[src/rtl/dmem_arbiter.sv]
// dmem_arbiter: two-requester round-robin data memory arbiter, 3-cycle IDLE/ACCESS/RESP transaction.
// Define DMEM_ARB_ALIGN_CHECK_EN to reject misaligned (addr[2:0] != 0) accesses with rN_err.
module dmem_arbiter #(
   parameter int ADDR_W = 64,
   parameter int DATA_W = 64
) (
   input  logic              clk,
   input  logic              rst_n,
   input  logic              r0_req_i,
   input  logic              r0_we_i,
   input  logic [ADDR_W-1:0] r0_addr_i,
   input  logic [DATA_W-1:0] r0_wdata_i,
   output logic              r0_gnt_o,
   output logic              r0_rvalid_o,
   output logic [DATA_W-1:0] r0_rdata_o,
   output logic              r0_err_o,
   input  logic              r1_req_i,
   input  logic              r1_we_i,
   input  logic [ADDR_W-1:0] r1_addr_i,
   input  logic [DATA_W-1:0] r1_wdata_i,
   output logic              r1_gnt_o,
   output logic              r1_rvalid_o,
   output logic [DATA_W-1:0] r1_rdata_o,
   output logic              r1_err_o,
   output logic              mem_read_o,
   output logic              mem_write_o,
   output logic [ADDR_W-1:0] mem_addr_o,
   output logic [DATA_W-1:0] mem_wdata_o,
   input  logic [DATA_W-1:0] mem_rdata_i
);
   typedef enum logic [1:0] {IDLE, ACCESS, RESP} state_t;
   state_t            state_q, state_d;
   logic              ptr_q, ptr_d, win_q, win_d, we_q, we_d;
   logic [ADDR_W-1:0] addr_q, addr_d;
   logic [DATA_W-1:0] wdata_q, wdata_d, rdata_q, rdata_d;
   logic              any_req, win, grant, acc, rsp, mis;

`ifdef DMEM_ARB_ALIGN_CHECK_EN
   assign mis = |addr_q[2:0];
`else
   assign mis = 1'b0;
`endif

   // gnt is combinational from req, so it is also masked while reset is held
   assign any_req = r0_req_i | r1_req_i;
   assign win     = (r0_req_i & r1_req_i) ? ptr_q : r1_req_i;
   assign grant   = rst_n & (state_q == IDLE) & any_req;
   assign acc     = state_q == ACCESS;
   assign rsp     = state_q == RESP;

   always_ff @(posedge clk or negedge rst_n) begin
      if (!rst_n) begin
         state_q <= IDLE;
         ptr_q   <= 1'b0;
         win_q   <= 1'b0;
         we_q    <= 1'b0;
         addr_q  <= '0;
         wdata_q <= '0;
         rdata_q <= '0;
      end else begin
         state_q <= state_d;
         ptr_q   <= ptr_d;
         win_q   <= win_d;
         we_q    <= we_d;
         addr_q  <= addr_d;
         wdata_q <= wdata_d;
         rdata_q <= rdata_d;
      end
   end

   always_comb begin
      state_d = (state_q == IDLE) ? (any_req ? ACCESS : IDLE) : (acc ? RESP : IDLE);
      ptr_d   = grant ? ~win : ptr_q;
      win_d   = grant ? win : win_q;
      we_d    = grant ? (win ? r1_we_i : r0_we_i) : we_q;
      addr_d  = grant ? (win ? r1_addr_i : r0_addr_i) : addr_q;
      wdata_d = grant ? (win ? r1_wdata_i : r0_wdata_i) : wdata_q;
      rdata_d = acc ? (mem_read_o ? mem_rdata_i : '0) : rdata_q;
   end

   always_comb begin
      r0_gnt_o    = grant & ~win;
      r1_gnt_o    = grant & win;
      mem_read_o  = acc & ~we_q & ~mis;
      mem_write_o = acc & we_q & ~mis;
      mem_addr_o  = acc ? addr_q : '0;
      mem_wdata_o = acc ? wdata_q : '0;
      r0_rvalid_o = rsp & ~win_q;
      r1_rvalid_o = rsp & win_q;
      r0_err_o    = r0_rvalid_o & mis;
      r1_err_o    = r1_rvalid_o & mis;
      r0_rdata_o  = r0_rvalid_o ? rdata_q : '0;
      r1_rdata_o  = r1_rvalid_o ? rdata_q : '0;
   end
endmodule
[config.mk]
export PLATFORM = sky130hd
export DESIGN_NAME = dmem_arbiter
export DESIGN_NICKNAME = d
export VERILOG_FILES = /design/src/rtl/dmem_arbiter.sv
export SDC_FILE = /design/constraint.sdc
export NUM_CORES = 1
export LEC_CHECK = 0
export ABC_AREA = 1
export CAP_MARGIN = 20
export CELL_PAD_IN_SITES_DETAIL_PLACEMENT = 0
export CELL_PAD_IN_SITES_GLOBAL_PLACEMENT = 1
export CORE_ASPECT_RATIO = 0.5
export CORE_MARGIN = 2
export CORE_UTILIZATION = 28
export DETAILED_ROUTE_END_ITERATION = 10
export PLACE_DENSITY_LB_ADDON = 0.2
export SYNTH_ARGS = -nofsm -noshare
export SYNTH_HDL_FRONTEND = slang
export SYNTH_SLANG_ARGS = --single-unit
[constraint.sdc]
create_clock -name clk -period 2.9 [get_ports clk]
set_input_delay 0.725 -clock clk [delete_from_list [all_inputs] [get_ports clk]]
set_output_delay 0.725 -clock clk [all_outputs]
set_load 0.01 [all_outputs]
==> impl_metrics.csv <==
group,metric,value,unit
sta,slew_violations,0,
sta,skew,0.0161,ns
sta,fin_crit_sh,97.8,%
cts,clk_pin_slew,0.08,ns
worst_hold_path,hp-class,"reg -> reg",
worst_setup_path,crit_path_end_kind,"primary output",
worst_setup_path,arrival,2.11,ns
grt,grt_first_pass_wirelength,66.4,mm
drt,wl_met3,1.74,mm
pwr,swShare,41.9,%
cts,cts_hold_buffers,0,
job,cap_violations,0,
drt,via_per_inst,4.29,
floorplan,num_rows,51,
outcome,status,"finished, final reports clean",
drt,drt_drc_violations_left,0,
pwr,leakage,9.64,nW
place,gp_congestion,0.820,
synth,netlist_area,11100,um^2
synth,seq_area_frac_synth,44.6,%
sta,fmax,353,MHz
synth,avgSynthCellArea,6.53,um^2
grt,grt_pass1_vias,11131,
pwr,p_int,7.99,mW
pwr,p_total,13.7,mW
drt,m1WireLength,19.0,mm
cts,clkSinkCount,197,
cells_and_area,final_util,46.3,%
drt,dr.max_layer_used,"met4",
worst_setup_path,critPathLaunchType,"register",
drt,wl_per_cell,16.6,um
worst_setup_path,crit_required,2.17,ns
cells_and_area,final_common_cell,"nand2_1",
place,placed_cells,2718,
floorplan,die_h,144,um
pwr,p_switching,5.75,mW
cells_and_area,final_cell_mix,"713 x nand2_1, 521 x clkdlybuf4s50_1, 257 x nor2_1, 200 x inv_1, 196 x dfrtp_1",
drt,wl_met2,24.3,mm
cts,clockRootBuffer,"clkbuf_16",
cells_and_area,area_delta_synth_final,63.2,%
sta,hold_ws,0.479,ns
worst_setup_path,path_class,"reg -> out",
sta,hold_viol,0,
cts,cts_tree,"built",
synth,syn_inst,1692,
sta,worst_pin_slew,1.03,ns
grt,overflow,0,
cells_and_area,final_cells,2759,
grt,gr-usage-all-layers,21.1,%
worst_setup_path,slowest_stage,"clkdlybuf4s50_1",
drt,antenna_left,0,
worst_setup_path,crit_buf_inv,3,
floorplan,core_area,38900,um^2
sta,setup_viol,0,
worst_setup_path,cp_slowest_stage_delay,0.59,ns
worst_setup_path,crit_path_cell_trace,"nor2_4 -> clkinv_8 -> buf_12 -> nor2_1 -> clkdlybuf4s50_1",
pwr,power_per_cell_area,762,nW/um^2
synth,ys_types,16,
drt,drt_pre_antenna_iters,5,
cells_and_area,fin_nets,2540,
floorplan,pin_count,590,
sta,fin_crit,2.84,ns
drt,wl,45.9,mm
floorplan,dieArea,41200,um^2
synth,ys_warn_count,0,
cts,clock_latency,0.45,ns
place,dpl.hpwl,32.5,mm
cts,cts_made_buffers,17,
floorplan,start_util,28.4,%
worst_setup_path,crit_fanout,17,
synth,ys_seq_elements,197,
cts,clk_path_buf_depth,2,
worst_setup_path,crit_family,"buffers and inverters",
place,portBuffers,587,
sta,rsz0062_at_grt,"false",
cts,htree_levels,4,
sta,finalWorstSetupSlack,0.0634,ns
pwr,vdd_drop_max,0.390,mV
grt,grt_antenna_before_repair,1,
place,pre_cts_slack,-0.0365,ns
sta,maxSlewHeadroom,31.2,%
drt,drt_iter0_markers,658,
pwr,clkPwrFrac,17.8,%
floorplan,die_w,285,um
pwr,power_frac_seq,32.7,%
pwr,share_comb_of_total_power,49.5,%
grt,grt_max_degree,125,
drt,vias,11836,
cells_and_area,layout-drive-gt1-share,3.50,%
==> tightest hold or removal path: cells and delay by family, from the launching register on <==
| kind | cells | cell delay [ns] |
|---|---|---|
| flip-flops | 1 | 0.35 |
| AND/OR/NAND/NOR | 2 | 0.10 |
==> cells in the mapped netlist <==
| master | number | share of area, % |
|---|---|---|
| o21ai_0 | 38 | 1.7 |
| inv_1 | 201 | 6.8 |
| nor2_1 | 258 | 8.8 |
| nand3_1 | 132 | 6.0 |
| buf_2 | 68 | 3.1 |
| buf_4 | 19 | 1.3 |
| inv_2 | 4 | 0.14 |
| nor2_4 | 2 | 0.20 |
| buf_6 | 12 | 1.2 |
| conb_1 | 1 | 0.034 |
| clkbuf_1 | 13 | 0.44 |
| nand2_1 | 715 | 24 |
| o21ai_1 | 28 | 1.3 |
| nor2_2 | 1 | 0.057 |
| dfrtp_1 | 197 | 45 |
| buf_1 | 3 | 0.10 |
==> worst paths after layout <==
path | startpoint | end | slack (ns) | cells past startpoint
worst max-delay path | state_q[1] | mem_wdata_o[28] | 0.06 | 5
worst min register to register | wdata_q[3] | wdata_q[3] | 0.48 | 2
worst min-delay path | wdata_q[3] | wdata_q[3] | 0.48 | 2
worst max register to register | state_q[0] | wdata_q[32] | 0.90 | 6
min in group asynchronous | rst_n | addr_q[33] | 0.50 | 2
max in group asynchronous | rst_n | rdata_q[63] | 0.90 | 3
==> state kept, by name (all words and copies together), names as in the netlist <==
register and cells:
rdata_q 64, ptr_q 1, addr_q 64, we_q 1, win_q 1, wdata_q 64, state_q 2
==> repair_timing <==
| item | in CTS | in global routing |
|---|---|---|
| setup buffers | 1 | 4 |
| pin swaps | 1 | 0 |
| setup endpoints to repair | 95 | 63 |
| hold endpoints to repair | 0 | 0 |
| cloned | 0 | 2 |
| gates resized for setup | 14 | 55 |
==> per-stage QoR <==
stage                     instance area (um^2)  TNS [ns]
after floorplan                          11100         0
after global routing                     18000         0
after global placement                   17300  -0.00468
after detailed placement                 17300   -0.0400
after CTS                                17800         0
final                                    18000         0
==> power groups by stage <==
stage	clock network [mW]	logic (mW)	registers, mW
2_1_floorplan	0	3.84	4.41
4_1_cts	2.54	6.91	4.50
5_1_grt	2.66	7.60	4.64
6_report	2.44	6.80	4.50
3_5_place_dp	0	6.90	4.53
3_3_place_gp	0	6.84	4.52
==> metal layers <==
layer / track usage (%) / up-vias
li1: - / 6034
met4: 6.70 / 0
met3: 4.21 / 44
met1: 25.0 / 5524
met2: 38.6 / 234
met5: 0 / -
==> cells by family (layout without fill, tap and decap cells) <==
family / after synthesis / after routing / synth area share [%]
AND/OR/NAND/NOR: 1108 / 1108 / 39.3
other: 1 / 4 / 0.0339
flip-flops: 197 / 197 / 44.6
AO/OA/AOI/OAI: 66 / 66 / 2.99
buffers and inverters: 320 / 854 / 13.1
==> layout make-up <==
type / count / area [um^2]
sequential: 197 / 4930
clock buffer: 18 / 439
multi-input combinational: 1176 / 4710
inverter: 205 / 785
antenna: 2 / 5.00
clock inverter: 14 / 153
fill: 4087 / 20900
timing repair buffer: 615 / 6330
timing repair inverter: 2 / 17.5
tap: 530 / 663
Power figures use the tool's default switching activity.
